**src/rtl/jpeg_izigzag_buffer.sv**
```systemverilog
// Inverse zig-zag ping-pong buffer: zig-zag ordered coefficients in, raster-ordered out.
// Define JPEG_IZIGZAG_TRANSPOSE_EN to read each block out in column-major order.
module jpeg_izigzag_buffer #(
   parameter int DWIDTH = 12
) (
   input  logic              clk,
   input  logic              rst,
   input  logic              ena,
   input  logic [DWIDTH-1:0] din,
   input  logic              din_valid,
   output logic              din_ready,
   output logic [DWIDTH-1:0] dout,
   output logic              dout_valid,
   input  logic              dout_ready,
   output logic              dout_sob,
   output logic              dout_eob
);

   // Zig-zag scan index -> raster index
   localparam logic [5:0] ZZ2R [64] = '{
       0,  1,  8, 16,  9,  2,  3, 10,
      17, 24, 32, 25, 18, 11,  4,  5,
      12, 19, 26, 33, 40, 48, 41, 34,
      27, 20, 13,  6,  7, 14, 21, 28,
      35, 42, 49, 56, 57, 50, 43, 36,
      29, 22, 15, 23, 30, 37, 44, 51,
      58, 59, 52, 45, 38, 31, 39, 46,
      53, 60, 61, 54, 47, 55, 62, 63
   };

   logic [DWIDTH-1:0] mem [128];
   logic              wr_bank, rd_bank;
   logic [5:0]        wr_cnt, rd_cnt;
   logic [1:0]        full, full_nxt;
   logic              wr_xfer, wr_last, rd_load, rd_last;
   logic [5:0]        wr_addr, rd_addr;

   assign din_ready = !full[wr_bank];
   assign wr_xfer   = ena & din_valid & din_ready;
   assign wr_last   = wr_xfer & (wr_cnt == 6'd63);
   assign rd_load   = ena & full[rd_bank] & (!dout_valid | dout_ready);
   assign rd_last   = rd_load & (rd_cnt == 6'd63);
   assign wr_addr   = ZZ2R[wr_cnt];

`ifdef JPEG_IZIGZAG_TRANSPOSE_EN
   assign rd_addr = {rd_cnt[2:0], rd_cnt[5:3]};
`else
   assign rd_addr = rd_cnt;
`endif

   // Write side sets and read side clears always hit different banks, so both apply.
   always_comb begin
      // NOTE: default assignment first; without it some paths leave full_nxt unassigned and a latch is inferred.
      full_nxt = full;
      if (wr_last) full_nxt[wr_bank] = 1'b1;
      if (rd_last) full_nxt[rd_bank] = 1'b0;
   end

   // NOTE: coefficient storage is deliberately not reset; the full flags alone decide what is readable.
   always_ff @(posedge clk) begin
      if (wr_xfer) mem[{wr_bank, wr_addr}] <= din;
   end

   // NOTE: non-blocking assignments for all registered state so every register sees pre-edge values.
   always_ff @(posedge clk) begin
      if (rst) begin
         wr_bank    <= 1'b0;
         rd_bank    <= 1'b0;
         wr_cnt     <= '0;
         rd_cnt     <= '0;
         full       <= '0;
         dout       <= '0;
         dout_valid <= 1'b0;
         dout_sob   <= 1'b0;
         dout_eob   <= 1'b0;
      end else if (ena) begin
         full <= full_nxt;
         if (wr_xfer) begin
            wr_cnt <= wr_cnt + 6'd1;
            if (wr_last) wr_bank <= ~wr_bank;
         end
         if (rd_load) begin
            dout       <= mem[{rd_bank, rd_addr}];
            dout_sob   <= (rd_cnt == 6'd0);
            dout_eob   <= (rd_cnt == 6'd63);
            dout_valid <= 1'b1;
            rd_cnt     <= rd_cnt + 6'd1;
            if (rd_last) rd_bank <= ~rd_bank;
         end else if (dout_ready) begin
            dout_valid <= 1'b0;
         end
      end
   end

endmodule
```
**config.mk**
```make
export PLATFORM = sky130hd
export DESIGN_NAME = jpeg_izigzag_buffer
export DESIGN_NICKNAME = d
export VERILOG_FILES = /design/src/rtl/jpeg_izigzag_buffer.sv
export SDC_FILE = /design/constraint.sdc
export NUM_CORES = 2
export LEC_CHECK = 0
export CORE_MARGIN = 2
export CORE_UTILIZATION = 45
export CTS_CLUSTER_SIZE = 30
export DETAILED_ROUTE_END_ITERATION = 10
export SLEW_MARGIN = 20
export SYNTH_ARGS = -nofsm -noshare
export SYNTH_HDL_FRONTEND = slang
export SYNTH_SLANG_ARGS = --single-unit
```
**constraint.sdc**
```tcl
create_clock -name clk -period 11.7 [get_ports clk]
set_input_delay 2.34 -clock clk [delete_from_list [all_inputs] [get_ports clk]]
set_output_delay 2.34 -clock clk [all_outputs]
set_load 0.01 [all_outputs]
```
==> results.ini <==
[cts]
postCtsSetupRepairBufs=0
cts-hold-fix-buffers=0
ctsHtreeMaxLevel=4
longest_clk_path_bufs=3
clock-root-buffer=sky130_fd_sc_hd__clkbuf_16
tritoncts_num_sinks=1567
insertion_delay_ns=0.78
cts-resized-gates=0
cts_made_buffers=157
clk_pin_slew_ns=0.06
tritoncts_clock_tree=yes

[cells_and_area]
design.final.nets=3123
area_growth_syn_to_layout_pct=11.5
post_route_cells_drive_above_1_share_pct=23.5
commonest_cells_after_routing_fill_and_taps_aside=1,536 x sky130_fd_sc_hd__edfxtp_1, 364 x sky130_fd_sc_hd__mux4_2, 160 x sky130_fd_sc_hd__clkbuf_16, 146 x sky130_fd_sc_hd__nor2_1, 116 x sky130_fd_sc_hd__mux2i_1
mostFrequentLayoutCell=sky130_fd_sc_hd__edfxtp_1
n_fill_cell=10600

[synth]
synthArstFlopShare_pct=0
netlist_instances=3008
syn_avg_cell_area_sq_um=20.7
post-synth-top-area-cell=sky130_fd_sc_hd__edfxtp_1
syn_area_sq_mm=0.0621
synth_seq_cells=1567
synth.distinct_cells=84
ys.warnings.count=0
syn_nets=3045
synth_ff_type=sky130_fd_sc_hd__edfxtp_1
seq_area_frac_synth_pct=75.2
number_of_enable_type_register_cells_in_the_synthesized_netlist=1536
synth_top_cell_area_share_pct=74.2
synthTopCellsByArea=sky130_fd_sc_hd__edfxtp_1 74%, sky130_fd_sc_hd__mux4_2 13%, sky130_fd_sc_hd__mux2i_1 1.9%

[floorplan]
coreArea_sq_mm=0.137
die_w_um=376
die-height_um=376
initial_utilization_pct=45.2
die_area_sq_mm=0.141
row_count=136
boundaryPins=33

[detailed_routing]
detail_route.iter0.violations=4611
post_drt_via_cell_ratio=6.31
route.detailed.drc=0
average_wire_per_standard_cell_um=33.8
route.final.wire_length_mm=170
drt_pass1_iterations=7
detailroute.via_count=31600
antenna_left=0

[timing]
unrepaired_setup_endpoints_after_global_routing=no
final_min_period_over_clock_period_pct=50.6
maxClockFrequency_mhz=169
final_max_slew_viol_count=0
clock_skew_ns=0.0280
hold_violation_total_from_the_final_report=0
period_minus_slack_ns=5.93
final-setup-viol-count=0
worstMarginPinSlew_ns=1.24
slew_headroom_pct=17.2
setup_tns_ns=0

[global_routing]
globalRouteMet1Util_pct=35.9
first_pass_grt_wire_length_mm=240
first_global_vias=31400
groute.layer.met3.usage_pct=5.54
track_usage_pct=24.1
antenna_found_initial=1
overflow=0
gr-usage-met2_pct=35.8
grt.busiest_layer=met1
maximum_number_of_pins_on_one_net_before_global_route_repair=102

[placement]
gpl.final_weighted_congestion=0.923
buffer_ports.inserted=32
place_hpwl_mm=104

[worst_setup_path]
reg2reg_slack_ns=5.77
worst_path_arrival_time_ns=6.32
critical_path_peak_fanout=27
crit_path_cell_trace=inv_1 > ha_1 > mux2_2 > mux4_2 > a311oi_4 > nand3_2 > nor2_1
worst_path_largest_cell_delay_ns=1.25
path_class=flip-flop to flip-flop
critical_path.slowest_cell=sky130_fd_sc_hd__nor2_1
endpoint_kind=flip-flop
startpoint_type=flip-flop
cp_data_required_time_ns=12.09

[power]
power.static_leakage_nw=20.7
vdd_drop_max_mv=0.105
power_density_mw_per_mm2=164
p_total_mw=11.4

[worst_hold_path]
hp-class=flip-flop to flip-flop

[job]
drv_cap=0

[outcome]
outcome=finished clean

## power breakdown
group / internal, mW / switching, mW
combinational: 0.0225 / 0.153
sequential: 6.16 / 0.00328
clock: 2.91 / 2.12
total: 9.10 / 2.28
## logic make-up (layout without fill, tap and decap cells)
logic type,count (synthesis),after routing,share of synthesized area [%]
flip-flops,1567,1567,75.2
AND/OR/NAND/NOR,449,449,3.50
other,0,1,0
AO/OA/AOI/OAI,265,265,3.18
adder cells (fa/ha/maj),20,20,0.403
multiplexers,510,510,15.6
buffers and inverters,186,391,1.91
XOR/XNOR,11,11,0.155
## cell type report
| cell class | instances | area, sq um | area share (%) |
|---|---|---|---|
| clock buffers | 197 | 4160 | 6.01 |
| flip-flops and latches | 1567 | 46800 | 67.5 |
| repair buffers | 89 | 763 | 1.10 |
| diodes | 1 | 2.50 | 0.00361 |
| clock inverters | 89 | 955 | 1.38 |
| inverters | 16 | 61.3 | 0.0885 |
| multi-input cells | 1255 | 14300 | 20.7 |
| well taps | 1794 | 2240 | 3.24 |
## metrics by stage
| step | setup WS (ns) | utilization, % | instance area [sq um] | hold WS, ns | cells |
|---|---|---|---|---|---|
| 2_1_floorplan | 7.30 | - | 62100 | 0.476 | 3008 |
| 3_3_place_gp | 5.13 | 46.6 | 64000 | 0.444 | 4720 |
| 3_5_place_dp | 5.13 | 46.6 | 64100 | 0.454 | 4720 |
| 4_1_cts | 5.85 | 50.4 | 69200 | 0.463 | 5006 |
| 5_1_grt | 5.52 | 50.5 | 69300 | 0.489 | 5007 |
| 6_report | 5.77 | 50.5 | 69300 | 0.464 | 5008 |
## worst max-delay path, delay by kind of cell, from the launching register on
kind	cells	cell delay, ns
buf+inv	1	0.59
compound gates	1	0.53
flops	1	0.90
mux	2	0.85
fa+ha+maj	1	0.39
simple gates	2	2.25
## synth_stat cells, drive strengths merged (5+ instances only)
library cell / number
edfxtp: 1536
mux4: 364
nor2: 178
buf: 128
mux2i: 116
nand2: 111
a21oi: 43
clkbuf: 42
a22oi: 40
nand3: 40
dfxtp: 31
mux2: 30
o22ai: 24
o21ai: 23
a211oi: 20
ha: 20
nand4: 17
nor3: 17
o211ai: 17
nor2b: 15
inv: 13
a221oi: 12
and3: 11
nand2b: 11
o221ai: 11
a2111oi: 10
and2: 10
a31oi: 9
nand3b: 9
o31ai: 9
a22o: 7
xnor2: 7
a311oi: 6
or3: 5
## flip-flops by register name, summed over array words and instances (netlist names)
signal      cells
rd_addr         6
rd_bank         1
dout_eob        1
full            2
wr_cnt          6
mem          1536
dout           12
wr_bank         1
dout_sob        1
dout_valid      1
## routing by layer
metal,vias up,part of all wire [%]
li1,12700,-
met1,16800,42
met2,1854,45
met3,268,10
met4,0,2.9
met5,-,0
## worst paths after layout
check / start / to / cells past startpoint
min reg2reg: dout_sob / dout_sob / 2
min: dout_sob / dout_sob / 2
max reg2reg: wr_cnt[2] / mem[84][4] / 7
max: wr_cnt[2] / mem[84][4] / 7
(Power assumes the default switching activity.)
